<file path="src/rtl/live_sim_pkg.sv">
// live_sim_pkg: shared types and helpers for the multi-channel live gate.
// Holds the channel state enum and effective period/on resolution.
package live_sim_pkg;

  localparam int MAX_W = 64;

  typedef enum logic [1:0] {
    IDLE,
    DELAY,
    RUN,
    DONE
  } ch_state_e;

  typedef struct packed {
    logic [MAX_W-1:0] period;
    logic [MAX_W-1:0] on;
  } eff_t;

  // A zero period selects the built-in default gate.
  function automatic eff_t resolve(
    input logic [MAX_W-1:0] per,
    input logic [MAX_W-1:0] on,
    input logic [MAX_W-1:0] def_p,
    input logic [MAX_W-1:0] def_on
  );
    eff_t r;
    if (per == '0) begin
      r.period = def_p;
      r.on     = def_on;
    end else begin
      r.period = per;
      r.on     = on;
    end
    return r;
  endfunction

endpackage

</file>
<file path="src/rtl/live_sim_multi_if.sv">
// live_sim_multi_if: control/config and status bundle of the live gate.
// Per-channel fields are packed, channel i at [i*W +: W].
interface live_sim_multi_if #(
  parameter int N_CH  = 4,
  parameter int CNT_W = 32,
  parameter int SC_W  = 16
);

  logic [N_CH-1:0]       ena;
  logic [N_CH-1:0]       oneshot;
  logic [N_CH-1:0]       clr_cnt;
  logic [N_CH*CNT_W-1:0] cfg_period;
  logic [N_CH*CNT_W-1:0] cfg_on;
  logic [N_CH*CNT_W-1:0] cfg_offset;
  logic [N_CH-1:0]       out_live;
  logic [N_CH-1:0]       spill_start;
  logic [N_CH-1:0]       done;
  logic [N_CH*SC_W-1:0]  spill_cnt;

  modport master (
    output ena, oneshot, clr_cnt,
    output cfg_period, cfg_on, cfg_offset,
    input  out_live, spill_start, done,
    input  spill_cnt
  );

  modport slave (
    input  ena, oneshot, clr_cnt,
    input  cfg_period, cfg_on, cfg_offset,
    output out_live, spill_start, done,
    output spill_cnt
  );

endinterface

</file>
<file path="src/rtl/live_sim_chan.sv">
// live_sim_chan: one live-gate channel with offset, period, on-time,
// one-shot mode and a saturating spill counter.
module live_sim_chan
  import live_sim_pkg::*;
#(
  parameter int          CNT_W      = 32,
  parameter int          SC_W       = 16,
  parameter int unsigned DEF_PERIOD = 750000000,
  parameter int unsigned DEF_ON     = 562500000
) (
  input  logic             clk,
  input  logic             rst,
  input  logic             ena,
  input  logic             oneshot,
  input  logic             clr_cnt,
  input  logic [CNT_W-1:0] cfg_period,
  input  logic [CNT_W-1:0] cfg_on,
  input  logic [CNT_W-1:0] cfg_offset,
  output logic             out_live,
  output logic             spill_start,
  output logic             done,
  output logic [SC_W-1:0]  spill_cnt
);

  localparam logic [CNT_W-1:0] ONE  = CNT_W'(1);
  localparam logic [SC_W-1:0]  SONE = SC_W'(1);

  ch_state_e        state, state_n;
  logic             pre_ena;
  logic [CNT_W-1:0] cnt, cnt_n;
  logic [CNT_W-1:0] sh_per, sh_per_n;
  logic [CNT_W-1:0] sh_on, sh_on_n;
  logic [CNT_W-1:0] sh_off, sh_off_n;
  logic             live_n, start_n, done_n;
  eff_t             eff;

  assign eff = resolve(MAX_W'(cfg_period), MAX_W'(cfg_on),
                       MAX_W'(DEF_PERIOD), MAX_W'(DEF_ON));

  always_comb begin
    state_n  = state;
    cnt_n    = cnt;
    sh_per_n = sh_per;
    sh_on_n  = sh_on;
    sh_off_n = sh_off;
    if (!ena) begin
      state_n = IDLE;
      cnt_n   = '0;
    end else begin
      unique case (state)
        IDLE: begin
          if (!pre_ena) begin
            sh_per_n = CNT_W'(eff.period);
            sh_on_n  = CNT_W'(eff.on);
            sh_off_n = cfg_offset;
            cnt_n    = '0;
            state_n  = (cfg_offset != '0) ? DELAY : RUN;
          end
        end
        DELAY: begin
          if (cnt == sh_off - ONE) begin
            cnt_n   = '0;
            state_n = RUN;
          end else begin
            cnt_n = cnt + ONE;
          end
        end
        RUN: begin
          if (cnt >= sh_per - ONE) begin
            cnt_n = '0;
            if (oneshot) begin
              state_n = DONE;
            end else begin
              sh_per_n = CNT_W'(eff.period);
              sh_on_n  = CNT_W'(eff.on);
            end
          end else begin
            cnt_n = cnt + ONE;
          end
        end
        DONE: state_n = DONE;
        default: state_n = IDLE;
      endcase
    end
    // Outputs are registered from next-state values so the gate
    // lines up with the cycle the counter value belongs to.
    live_n  = (state_n == RUN) && (cnt_n < sh_on_n);
    start_n = (state_n == RUN) && (cnt_n == '0) && (sh_on_n != '0);
    done_n  = (state_n == DONE);
  end

  always_ff @(posedge clk) begin
    if (rst) begin
      state       <= IDLE;
      pre_ena     <= 1'b0;
      cnt         <= '0;
      sh_per      <= '0;
      sh_on       <= '0;
      sh_off      <= '0;
      out_live    <= 1'b0;
      spill_start <= 1'b0;
      done        <= 1'b0;
      spill_cnt   <= '0;
    end else begin
      state       <= state_n;
      pre_ena     <= ena;
      cnt         <= cnt_n;
      sh_per      <= sh_per_n;
      sh_on       <= sh_on_n;
      sh_off      <= sh_off_n;
      out_live    <= live_n;
      spill_start <= start_n;
      done        <= done_n;
      if (clr_cnt) begin
        spill_cnt <= '0;
      end else if (start_n && (spill_cnt != '1)) begin
        spill_cnt <= spill_cnt + SONE;
      end
    end
  end

endmodule

</file>
<file path="src/rtl/live_sim_multi.sv">
// live_sim_multi: N_CH independent live-gate channels.
// Slices the packed config buses and concatenates the status buses.
module live_sim_multi
  import live_sim_pkg::*;
#(
  parameter int          N_CH       = 4,
  parameter int          CNT_W      = 32,
  parameter int          SC_W       = 16,
  parameter int unsigned DEF_PERIOD = 750000000,
  parameter int unsigned DEF_ON     = 562500000
) (
  input  logic             clk,
  input  logic             rst,
  live_sim_multi_if.slave  bus
);

  logic [N_CH-1:0]      live_w;
  logic [N_CH-1:0]      start_w;
  logic [N_CH-1:0]      done_w;
  logic [N_CH*SC_W-1:0] cnt_w;

  for (genvar i = 0; i < N_CH; i++) begin : g_ch
    live_sim_chan #(
      .CNT_W      (CNT_W),
      .SC_W       (SC_W),
      .DEF_PERIOD (DEF_PERIOD),
      .DEF_ON     (DEF_ON)
    ) u_chan (
      .clk         (clk),
      .rst         (rst),
      .ena         (bus.ena[i]),
      .oneshot     (bus.oneshot[i]),
      .clr_cnt     (bus.clr_cnt[i]),
      .cfg_period  (bus.cfg_period[i*CNT_W +: CNT_W]),
      .cfg_on      (bus.cfg_on[i*CNT_W +: CNT_W]),
      .cfg_offset  (bus.cfg_offset[i*CNT_W +: CNT_W]),
      .out_live    (live_w[i]),
      .spill_start (start_w[i]),
      .done        (done_w[i]),
      .spill_cnt   (cnt_w[i*SC_W +: SC_W])
    );
  end

  assign bus.out_live    = live_w;
  assign bus.spill_start = start_w;
  assign bus.done        = done_w;
  assign bus.spill_cnt   = cnt_w;

endmodule

</file>
<file path="src/flat_wrapper.sv">
// flat-port wrapper written by rule: the top's interface ports become plain ports
module live_sim_multi_flat import live_sim_pkg::*;
#(
  parameter int          N_CH       = 4,
  parameter int          CNT_W      = 32,
  parameter int          SC_W       = 16,
  parameter int unsigned DEF_PERIOD = 750000000,
  parameter int unsigned DEF_ON     = 562500000
)
  (clk, rst, bus_ena, bus_oneshot, bus_clr_cnt, bus_cfg_period, bus_cfg_on, bus_cfg_offset, bus_out_live, bus_spill_start, bus_done, bus_spill_cnt);
  live_sim_multi_if #(.N_CH(N_CH), .CNT_W(CNT_W), .SC_W(SC_W)) bus_i ();
  input  logic clk;
  input  logic rst;
  input wire logic [$bits(bus_i.ena)-1:0] bus_ena;
  input wire logic [$bits(bus_i.oneshot)-1:0] bus_oneshot;
  input wire logic [$bits(bus_i.clr_cnt)-1:0] bus_clr_cnt;
  input wire logic [$bits(bus_i.cfg_period)-1:0] bus_cfg_period;
  input wire logic [$bits(bus_i.cfg_on)-1:0] bus_cfg_on;
  input wire logic [$bits(bus_i.cfg_offset)-1:0] bus_cfg_offset;
  output wire logic [$bits(bus_i.out_live)-1:0] bus_out_live;
  output wire logic [$bits(bus_i.spill_start)-1:0] bus_spill_start;
  output wire logic [$bits(bus_i.done)-1:0] bus_done;
  output wire logic [$bits(bus_i.spill_cnt)-1:0] bus_spill_cnt;
  assign bus_i.ena = bus_ena;
  assign bus_i.oneshot = bus_oneshot;
  assign bus_i.clr_cnt = bus_clr_cnt;
  assign bus_i.cfg_period = bus_cfg_period;
  assign bus_i.cfg_on = bus_cfg_on;
  assign bus_i.cfg_offset = bus_cfg_offset;
  assign bus_out_live = bus_i.out_live;
  assign bus_spill_start = bus_i.spill_start;
  assign bus_done = bus_i.done;
  assign bus_spill_cnt = bus_i.spill_cnt;
  live_sim_multi #(.N_CH(N_CH), .CNT_W(CNT_W), .SC_W(SC_W), .DEF_PERIOD(DEF_PERIOD), .DEF_ON(DEF_ON)) u_core (.clk(clk), .rst(rst), .bus(bus_i));
endmodule
</file>
<file path="config.mk">
export PLATFORM = sky130hd
export DESIGN_NAME = live_sim_multi_flat
export DESIGN_NICKNAME = d
export VERILOG_FILES = /design/src/rtl/live_sim_pkg.sv /design/src/rtl/live_sim_multi_if.sv /design/src/rtl/live_sim_chan.sv /design/src/rtl/live_sim_multi.sv /design/src/flat_wrapper.sv
export SDC_FILE = /design/constraint.sdc
export NUM_CORES = 2
export LEC_CHECK = 0
export CELL_PAD_IN_SITES_DETAIL_PLACEMENT = 1
export CELL_PAD_IN_SITES_GLOBAL_PLACEMENT = 2
export CORE_MARGIN = 4
export CORE_UTILIZATION = 33
export CTS_BUF_LIST = sky130_fd_sc_hd__clkbuf_4 sky130_fd_sc_hd__clkbuf_8 sky130_fd_sc_hd__clkbuf_16
export DETAILED_ROUTE_END_ITERATION = 16
export PLACE_DENSITY_LB_ADDON = 0.12
export SYNTH_ARGS = -nofsm -noshare
export SYNTH_HDL_FRONTEND = slang
export SYNTH_SLANG_ARGS = --single-unit
export TNS_END_PERCENT = 100
</file>
<file path="constraint.sdc">
create_clock -name clk -period 9.4 [get_ports clk]
set_input_delay 1.88 -clock clk [delete_from_list [all_inputs] [get_ports clk]]
set_output_delay 1.88 -clock clk [all_outputs]
set_load 0.05 [all_outputs]
</file>
==> metrics.txt <==
outcome=completed; PortBufs=473; DIE WIDTH=369 µm; Post-CTS Hold Buffers=0; Post-Synthesis Cells=5,871; worst r2r dst=u_core.g_ch[3].u_chan.out_live$_SDFF_PP0_; commonest cells after routing, fill and taps aside=nand2_1, dfxtp_1, nor2_1; Post-Syn Area=0.0430 mm²; FF+latch area=0.0120 mm²; hpwl dp=148,000 µm; setup_tns=0 ps; Final Hold Viols=0; clk root buf=clkbuf_16; Final Skew=26.8 ps; peak supply drop=136 µV; number of global-route vias before repair=46,000; Post-Syn Nets=6,537; die area=0.136 mm²; Synth top area share=0.279; antenna-violating nets left=0; DR WL/cell=23.9 µm; fmax=121 MHz; startpoint class of the critical path=flip-flop; pre-CTS setup slack=1340 ps; H-tree levels=3; crit end category=flip-flop; Worst-Skew Late Latency=680 ps; via-per-instance ratio=5.77; RSZ-0062 raised after global routing=no; Yosys reg bits=600; area taken by multi-input logic gates=0.0293 mm²; Ys Warns=0; number of max-cap violations=0; Worst Tran Pin Value=1200 ps; FILL cells=15,800; Synth area leaders=dfxtp_1, ha_1, nand2_1; syn_area_per_cell=7.33 µm²; Initial Util=0.332; Post-synth ARST share=0; Crit. Startpoint=u_core.g_ch[3].u_chan.sh_per[2]$_SDFFE_PP0P_; Post-synth EDFFs=0; clk buf depth=3; Resized cells post-CTS=0; largest net degree at the start of global routing=153; Worst Hold Slack=464 ps; commonest non-fill, non-tap cell in the layout=nand2_1; Hold Crit Class=flip-flop to flip-flop; Leak=19.6 nW; slew margin rel.=0.177; grt ovf=0; Post-CTS Setup Bufs=0; Die Ht=369 µm; Pwr Total=0.00767 W; CP required=10,010 ps; CTS clk-pin slew, worst paths=60 ps; first-pass GRT wire length=289,000 µm; # DRC=0; Std-Cell Rows=132; crit path to=u_core.g_ch[3].u_chan.out_live$_SDFF_PP0_; post-layout min period=8240 ps; kind of critical path=flip-flop to flip-flop; IO Pins=474; Unique masters post-synth=98; TritonCTS clock tree=done; critical path's largest stage delay=610 ps; period utilization=0.877; Routability Congestion=0.920; share of cells above drive strength 1=0.0516; area leader, netlist=dfxtp_1; Critical Path Slowest Stage Cell=or4_1; CP Max Fanout=30; antenna violations before repair=25; Syn-to-layout area delta=20.8%; setup violators final=0; final WL=190,000 µm; Main synth FF type=dfxtp_1; sequential-to-total area share from yosys stat=0.279; CP Data Arrival Time=8850 ps; vias after detailed routing=46,000; Cell Pwr Density=148 mW/mm²; final worst setup slack=1160 ps; RR Startpoint=u_core.g_ch[3].u_chan.sh_per[2]$_SDFFE_PP0P_; core area=0.129 mm²; Final Max Slew Viols=0; DR pass1 iterations=6; gr usage total=0.269; Reg2Reg Setup Slack=1160 ps; clk sinks=600; Initial DRC Count=3,354; TritonCTS Buffers=80; worst-case reg-to-reg path depth=35; Layout Nets=6,812; CP dominant cell by count=a21oi_1
critical path: cells and delay by family, from the launching register on:
kind                     cells  cell delay [ps]
AND/OR/NAND/NOR             15             3580
AO/OA/AOI/OAI               15             2980
adder cells (fa/ha/maj)      2              640
buffers and inverters        2              530
flip-flops                   1              350
XOR/XNOR                     1              110
flip-flops by register name (all words and copies together) (netlist names), 8 cells and up:
signal                        flops
u_core.g_ch.u_chan.state          8
u_core.g_ch.u_chan.sh_per       128
u_core.g_ch.u_chan.cnt          128
u_core.g_ch.u_chan.sh_off       128
u_core.g_ch.u_chan.spill_cnt     64
u_core.g_ch.u_chan.sh_on        128
how the worst min path moves through the flow:
stage | start | cells after the start | end | slack [ps]
2_1_floorplan | u_core.g_ch[2].u_chan.sh_per[0]$_SDFFE_PP0P_ | 2 | u_core.g_ch[2].u_chan.sh_per[0]$_SDFFE_PP0P_ | 440
3_3_place_gp | u_core.g_ch[2].u_chan.sh_per[0]$_SDFFE_PP0P_ | 2 | u_core.g_ch[2].u_chan.sh_per[0]$_SDFFE_PP0P_ | 440
3_5_place_dp | u_core.g_ch[2].u_chan.sh_per[1]$_SDFFE_PP0P_ | 2 | u_core.g_ch[2].u_chan.sh_per[1]$_SDFFE_PP0P_ | 460
4_1_cts | u_core.g_ch[2].u_chan.sh_per[1]$_SDFFE_PP0P_ | 2 | u_core.g_ch[2].u_chan.sh_per[1]$_SDFFE_PP0P_ | 460
5_1_grt | u_core.g_ch[2].u_chan.sh_per[1]$_SDFFE_PP0P_ | 2 | u_core.g_ch[2].u_chan.sh_per[1]$_SDFFE_PP0P_ | 480
6_report | u_core.g_ch[2].u_chan.sh_per[0]$_SDFFE_PP0P_ | 2 | u_core.g_ch[2].u_chan.sh_per[0]$_SDFFE_PP0P_ | 460
kinds of logic (layout without fill, tap and decap cells):
group	Yosys count	in the layout	share of synthesized area
multiplexers	58	58	0.0137
buffers and inverters	450	786	0.0409
XOR/XNOR	336	336	0.0684
other	0	14	0
AND/OR/NAND/NOR	2845	2845	0.330
adder cells (fa/ha/maj)	268	268	0.0780
flip-flops	600	600	0.279
AO/OA/AOI/OAI	1314	1314	0.190
report_power, final:
part / switching, W / leakage [nW] / internal [W]
sequential: 0.000137 / 4.89 / 0.00266
combinational: 0.000967 / 13.3 / 0.000681
clock: 0.00129 / 1.38 / 0.00194
total: 0.00239 / 19.6 / 0.00527
cell usage after synthesis, types with 20 or more instances:
master and number:
a22oi_1 42, nand2b_1 65, or4_1 58, o21ai_0 262, a31oi_1 45, nand2_1 815, nand4_1 137, and3_1 95
a21oi_1 503, o211ai_1 36, xnor2_1 219, and2_1 75, a211oi_1 51, nor4_1 178, or2_2 33, o22ai_1 20
mux2i_1 50, o31ai_1 47, clkbuf_1 314, or3_1 109, nand3_1 177, xor2_1 117, nor2_1 582, a221oi_1 35
o21a_1 22, nor3_1 272, dfxtp_1 600, ha_1 268, inv_1 90, and4_1 29, a21o_1 48, nor2b_1 111
metrics by stage:
step	cells	util	instance area [µm²]
floorplan	5871	-	43000
global placement	7806	0.380	49200
detailed placement	7806	0.380	49200
CTS	7949	0.401	51900
global route	7957	0.401	51900
finish	7963	0.401	52000
layout make-up:
type,count,area share
antenna,14,0.000674
clock buffer,115,0.0470
clock inverter,28,0.00544
inverter,94,0.00679
multi-input combinational,4821,0.565
sequential,600,0.231
tap,1742,0.0419
timing repair buffer,549,0.102
per-layer routing:
layer | GRT usage | share of wire
met1 | 0.383 | 0.48
met2 | 0.414 | 0.43
met3 | 0.0522 | 0.067
met4 | 0.0728 | 0.027
met5 | 0 | 0.00035
Note: power is estimated with default switching activity, not from simulation.
